### src/rtl/bin2bcd.sv
// Iterative 16-bit binary to 5-digit packed BCD converter (double-dabble, one bit per cycle).
// Optional leading-zero blanking output out_en is built when BIN2BCD_LZB_EN is defined.
module bin2bcd (
  input  logic        clk,
  input  logic        rst,
  input  logic        init,
  input  logic [15:0] in_B,
  output logic [19:0] out_R,
  output logic        busy,
  output logic        done
`ifdef BIN2BCD_LZB_EN
  ,
  output logic [4:0]  out_en
`endif
);

  typedef enum logic [1:0] {
    IDLE  = 2'd0,
    SHIFT = 2'd1,
    DONE  = 2'd2
  } state_t;

  state_t      state_q, state_d;
  logic [35:0] work_q, work_d;
  logic [35:0] corr_s, shifted_s;
  logic [4:0]  cnt_q, cnt_d;
  logic [19:0] out_q, out_d;
  logic        busy_q, busy_d;
  logic        done_q, done_d;

  // Add 3 to every BCD nibble that is 5 or more, so the following shift carries correctly.
  function automatic logic [19:0] add3_nibbles(input logic [19:0] b);
    logic [19:0] r;
    r = 20'd0;
    for (int i = 0; i < 5; i++) begin
      if (b[i*4 +: 4] >= 4'd5) begin
        r[i*4 +: 4] = b[i*4 +: 4] + 4'd3;
      end else begin
        r[i*4 +: 4] = b[i*4 +: 4];
      end
    end
    return r;
  endfunction

`ifdef BIN2BCD_LZB_EN
  // Digit i is shown when it or any more significant digit is nonzero; units always shown.
  function automatic logic [4:0] lzb_mask(input logic [19:0] b);
    logic [4:0] en;
    en[4] = |b[19:16];
    en[3] = en[4] | (|b[15:12]);
    en[2] = en[3] | (|b[11:8]);
    en[1] = en[2] | (|b[7:4]);
    en[0] = 1'b1;
    return en;
  endfunction

  logic [4:0] en_q, en_d;
  assign out_en = en_q;
`endif

  assign corr_s    = {add3_nibbles(work_q[35:16]), work_q[15:0]};
  assign shifted_s = corr_s << 1;

  assign out_R = out_q;
  assign busy  = busy_q;
  assign done  = done_q;

  // State, work register and registered outputs.
  always_ff @(posedge clk) begin
    if (rst) begin
      state_q <= IDLE;
      work_q  <= 36'd0;
      cnt_q   <= 5'd0;
      out_q   <= 20'd0;
      busy_q  <= 1'b0;
      done_q  <= 1'b0;
`ifdef BIN2BCD_LZB_EN
      en_q    <= 5'b00001;
`endif
    end else begin
      state_q <= state_d;
      work_q  <= work_d;
      cnt_q   <= cnt_d;
      out_q   <= out_d;
      busy_q  <= busy_d;
      done_q  <= done_d;
`ifdef BIN2BCD_LZB_EN
      en_q    <= en_d;
`endif
    end
  end

  // Next-state logic; the 16th shift lands directly in DONE and publishes the result.
  always_comb begin
    state_d = state_q;
    work_d  = work_q;
    cnt_d   = cnt_q;
    out_d   = out_q;
`ifdef BIN2BCD_LZB_EN
    en_d    = en_q;
`endif
    case (state_q)
      IDLE: begin
        if (init) begin
          work_d  = {20'd0, in_B};
          cnt_d   = 5'd0;
          state_d = SHIFT;
        end else begin
          state_d = IDLE;
        end
      end
      SHIFT: begin
        work_d = shifted_s;
        cnt_d  = cnt_q + 5'd1;
        if (cnt_q == 5'd15) begin
          state_d = DONE;
          out_d   = shifted_s[35:16];
`ifdef BIN2BCD_LZB_EN
          en_d    = lzb_mask(shifted_s[35:16]);
`endif
        end else begin
          state_d = SHIFT;
        end
      end
      DONE: begin
        state_d = IDLE;
      end
      default: begin
        state_d = IDLE;
      end
    endcase
    busy_d = (state_d != IDLE);
    done_d = (state_d == DONE);
  end

endmodule
### config.mk
export PLATFORM = sky130hd
export DESIGN_NAME = bin2bcd
export DESIGN_NICKNAME = d
export VERILOG_FILES = /design/src/rtl/bin2bcd.sv
export SDC_FILE = /design/constraint.sdc
export NUM_CORES = 1
export LEC_CHECK = 0
export ABC_CLOCK_PERIOD_IN_PS = 1700
export CAP_MARGIN = 25
export CORE_MARGIN = 8
export CORE_UTILIZATION = 35
export DETAILED_ROUTE_END_ITERATION = 10
export PLACE_DENSITY = 0.6
export SYNTH_ARGS = -nofsm -noshare
export SYNTH_HDL_FRONTEND = slang
export SYNTH_SLANG_ARGS = --single-unit
### constraint.sdc
create_clock -name clk -period 1.7 [get_ports clk]
set_clock_uncertainty 0.05 [all_clocks]
set_input_delay 0.17 -clock clk [delete_from_list [all_inputs] [get_ports clk]]
set_output_delay 0.17 -clock clk [all_outputs]
set_load 0.01 [all_outputs]
=== Word level (Yosys, flattened, before mapping) ===
Cells that the tools add are included.

* Input port bits: 19
* Flip-flop bits (word level): 65
* Output and inout port bits: 22
* Word-level logic and storage cells: 38

* Reductions and logical operators: 5
* Add/subtract/negate cells: 6
* Muxes and demuxes: 12
* $lt $le $gt $ge: 5
* Eq/ne operators: 4

{| class="wikitable"
|+ Operators with widths
! cell !! number
|-
| 36-bit case mux with 2 select lines || 1
|-
| 36-bit two-way mux || 1
|-
| 4-bit by 3-bit >= comparator with 1-bit output (second input constant) || 5
|-
| 4-bit by 2-bit adder with 4-bit output (second input constant) || 4
|-
| 4-bit two-way mux || 4
|-
| 5-bit case mux with 2 select lines || 1
|-
| 5-bit by 1-bit adder with 5-bit output (second input constant) || 1
|-
| 5-bit by 4-bit == test with 1-bit output (second input constant) || 1
|-
| 5-bit two-way mux || 1
|-
| 2-bit case mux with 2 select lines || 1
|-
| 2-bit AND reduction || 2
|-
| 2-bit nonzero test || 2
|-
| 3-bit by 2-bit adder with 3-bit output (second input constant) || 1
|-
| 3-bit two-way mux || 1
|-
| 2-bit by 1-bit == test with 1-bit output (second input constant) || 1
|-
| 2-bit == test (second input constant) || 1
|-
| 2-bit logical NOT || 1
|-
| 2-bit two-way mux || 1
|-
| 2-bit inequality test (second input constant) || 1
|-
| 1-bit two-way mux || 1
|}

=== Logic depth before layout (Yosys ltp) ===
* Word-level depth: 4
* Gate-level depth with buffers: 8
* Gate-level depth less buffers: 7

=== Worst setup path after synthesis ===
No wires, ideal clock.

* Kind: flip-flop to flip-flop
* Start point: reg cnt_q[0]
* End point: reg out_q[14] (netlist: out_R[14])
* Data required time: 1.536 ns
* Setup slack: 0.037 ns
* Clock period less this slack: 1.663 ns
* Buffers on the path: 1
* Data arrival time: 1.499 ns
* Setup time: 0.114 ns
* Cell stages (with the launch flop): 9
* Cells stage by stage: dfxtp_1 ha_1 and3_1 ha_1 and2_1 buf_4 nand2b_2 inv_1 a21o_1

* Word-level cells in the longest chain between the ends: 2

{| class="wikitable"
|+ RTL lines
! item !! line !! source
|-
| start: declaration || 26 || <nowiki>logic [4:0] cnt_q, cnt_d;</nowiki>
|-
| start signal: assignment || 83 || <nowiki>cnt_q <= cnt_d;</nowiki>
|-
| 5-bit by 4-bit == test with 1-bit output || 115 || <nowiki>if (cnt_q == 5'd15) begin</nowiki>
|-
| 2-bit AND reduction (no line) || n/a ||
|-
| end signal: assignment || 84 || <nowiki>out_q <= out_d;</nowiki>
|-
| end: declaration || 27 || <nowiki>logic [19:0] out_q, out_d;</nowiki>
|}

Every way passes these cells.
A chain may end at the register's enable or synchronous reset.

=== Worst setup path after layout ===
* Start point: reg cnt_q[0]
* End point: reg out_q[1] (netlist: out_R[1])

The elaborated chain is that of the path after synthesis.

==> run_results.csv <==
group,metric,value,unit
logic_synthesis,synthArstFlopShare,0,
power_and_ir_drop,pwr-share-seq,0.458,
logic_synthesis,syn-cell-area,3049,µm²
timing,worst_pin_slew,0.4534,ns
power_and_ir_drop,ir_drop,407.2,µV
worst_setup_path,endpoint_kind,"flop",
logic_synthesis,synth_enable_flop_cells,0,
global_route,grt_pass1_vias,2491,
routing,num_vias,2607,
worst_setup_path,startpoint_type,"flop",
timing,setup_slack,0.09892,ns
clocking,cts_root_buf,"clkbuf_8",
floorplan,die_h,109.3,µm
timing,period_share,0.9418,
global_route,grt_pass1_wl,12100,µm
timing,setup_viol,0,
clocking,post-cts-setup-buffer-count,0,
cells_and_area,fillers,863,
floorplan,die_w,109.3,µm
power_and_ir_drop,totalPowerFinal,3.461,mW
timing,hold_violations,0,
worst_setup_path,cp_slowest_cell,"dfxtp_1",
floorplan,dieArea,11950,µm²
placed_design,place_hpwl,4969,µm
routing,first_pass_iters,4,
logic_synthesis,ys_types,39,
cells_and_area,antennaDiodeCount,0,
clocking,cts_max_level,3,
cells_and_area,layout-drive-gt1-share,0.1220,
clocking,numCtsBuffers,9,
placed_design,dp_slack,-0.04037,ns
clocking,cts_tree,"yes",
cells_and_area,syn_to_final_growth,28.44,%
cells_and_area,final_nets,444,
global_route,grt_max_degree,33,
logic_synthesis,synth_nets,393,
routing,viasPerCell,4.956,
logic_synthesis,syn_inst,362,
power_and_ir_drop,p_sw,0.7556,mW
routing,drt-initial-drc-count,142,
power_and_ir_drop,p_leak,1.565,nW
logic_synthesis,seq_area_frac_synth,0.4268,
power_and_ir_drop,p_clk_frac,0.461,
timing,final_max_slew_viol_count,0,
logic_synthesis,avgSynthCellArea,8.423,µm²
worst_setup_path,critPathMaxFanout,7,
placed_design,portBuffers,40,
routing,ant_nets,0,
global_route,gr-usage-all-layers,0.1271,
clocking,cts_hold_buf,0,
global_route,antenna_found_initial,0,
power_and_ir_drop,pwr-share-comb,0.081,
placed_design,gp_congestion,0.7696,
worst_setup_path,required,1.88,ns
timing,rsz0062_at_grt,"no",
logic_synthesis,ys_seq_elements,65,
routing,drt-total-wl,7128,µm
global_route,globalRouteOverflowTotal,0,
job,drv_cap,0,
status,outcome,"finished, final reports clean",
worst_hold_path,hold_class,"input pin to flop",
routing,wl_per_cell,13.55,µm
logic_synthesis,ys_warn_count,0,
clocking,cts_buffer_depth,2,
floorplan,core_area,8593,µm²
floorplan,ios,41,
clocking,cts.sinks,65,
worst_setup_path,cpPeakStageDelay,0.31,ns
floorplan,start_util,0.3548,
timing,slew_headroom,0.6977,
timing,fin_crit,1.601,ns
worst_setup_path,timing_worst_setup_path_type,"flop to flop",
power_and_ir_drop,p_int,2.706,mW
clocking,cts_resized,1,
worst_setup_path,cp_cell_sequence,"ha_1, and3_1, ha_4, and2_4, nand2b_2, inv_1, a21o_1",
power_and_ir_drop,power_density,883.8,nW/µm²
worst_setup_path,worst_ep_arrival_time,1.78,ns
floorplan,rows,34,
power_and_ir_drop,swShare,0.2183,
routing,drc,0,
clocking,clkTransAtPathRegs,0.07,ns
timing,fmax,0.6246,GHz
clocking,clk_latency,0.34,ns
logic_synthesis,synth_flop_cell,"dfxtp_1",
[sequential cells by signal (all words and copies together) (netlist names)]
name	count
work_q	36
cnt_q	5
out_R	20
state_q	2
busy	1
done	1
[cell families after synthesis]
family	Yosys count	synth area share
and+or+nand+nor	155	0.2581
xor gates and xnor gates	5	0.01436
muxes	4	0.01313
DFF	65	0.4268
AOI/OAI and AO/OA	84	0.1777
adders and majority gates	12	0.04924
buffers and inverters	37	0.06073
[final timing paths]
path | from | endpoint | depth (start not counted) | slack (ns)
worst max-delay path | cnt_q[0] | out_R[1] | 7 | 0.1
worst min-delay path | rst | busy | 2 | 0.25
worst max register to register | cnt_q[0] | out_R[1] | 7 | 0.1
worst min register to register | out_R[0] | out_R[0] | 2 | 0.40
[synth_stat cells, drive strengths merged (2+ instances only)]
library cell | count | area, µm²
o2bb2ai | 6 | 52.55
ha | 12 | 150.1
inv | 14 | 52.55
a22o | 8 | 70.07
a21o | 9 | 67.56
a211oi | 10 | 75.07
xnor2 | 5 | 43.79
a21oi | 32 | 160.2
buf | 16 | 106.4
dfxtp | 65 | 1301
nor2b | 16 | 107.6
nand3 | 7 | 35.03
nand2b | 8 | 52.55
nand3b | 4 | 30.03
nor3b | 14 | 105.1
nand2 | 6 | 22.52
mux2i | 4 | 40.04
nor3 | 24 | 120.1
o21ai | 12 | 60.06
clkbuf | 7 | 26.28
nor2 | 71 | 279.0
a22oi | 2 | 15.01
[layout by cell type, fill, tap and decap left out, types with 10 or more instances in the layout]
| cell type | n |
|---|---|
| nor3b_1 | 13 |
| dfxtp_1 | 64 |
| buf_4 | 20 |
| clkdlybuf4s50_1 | 39 |
| a21oi_1 | 31 |
| o21ai_0 | 12 |
| clkbuf_8 | 10 |
| nor3_1 | 24 |
| inv_1 | 14 |
| nor2_1 | 68 |
| a211oi_1 | 10 |
| ha_1 | 11 |
| nor2b_1 | 15 |
[worst max-delay path: cells and delay by family, from the launching register on]
family	cells	cell delay, ns
simple gates	3	0.43
fa+ha+maj	2	0.38
flops	1	0.31
compound gates	1	0.21
buf+inv	1	0.13
[power groups by stage]
stage               Clock [mW]  Combinational (mW)  Sequential (mW)
floorplan                    0               0.182             1.61
global placement             0               0.279             1.62
detailed placement           0               0.283             1.62
CTS                       1.63               0.285             1.58
global route              1.71               0.320             1.59
finish                    1.60               0.281             1.58
[layout make-up]
| class | count | area, µm² | share of cell area |
|---|---|---|---|
| Clock buffer | 11 | 141.4 | 0.03610 |
| Clock inverter | 5 | 102.6 | 0.02620 |
| Inverter | 14 | 52.55 | 0.01342 |
| Multi-Input combinational cell | 260 | 1594 | 0.4070 |
| Sequential cell | 65 | 1303 | 0.3326 |
| Tap cell | 108 | 135.1 | 0.03450 |
| Timing Repair Buffer | 63 | 588.1 | 0.1502 |
[per-layer routing]
metal | vias to the layer above | track usage | wire length [µm]
li1 | 1355 | - | -
met1 | 1200 | 0.1665 | 3432
met2 | 43 | 0.1981 | 3262
met3 | 9 | 0.03400 | 346
met4 | 0 | 0.04243 | 87
met5 | - | 0 | 0
[through the flow]
step	utilization	hold slack, ns	std cells	TNS (ns)	area [µm²]
finish	0.4557	0.2499	526	0	3916
global route	0.4557	0.2605	526	0	3916
CTS	0.4514	0.2249	526	0	3879
detailed placement	0.4227	0.3984	510	-0.04037	3632
global placement	0.4227	0.3992	510	0	3632
floorplan	-	0.2859	362	0	3049
Note: power is estimated with default switching activity, not from simulation.
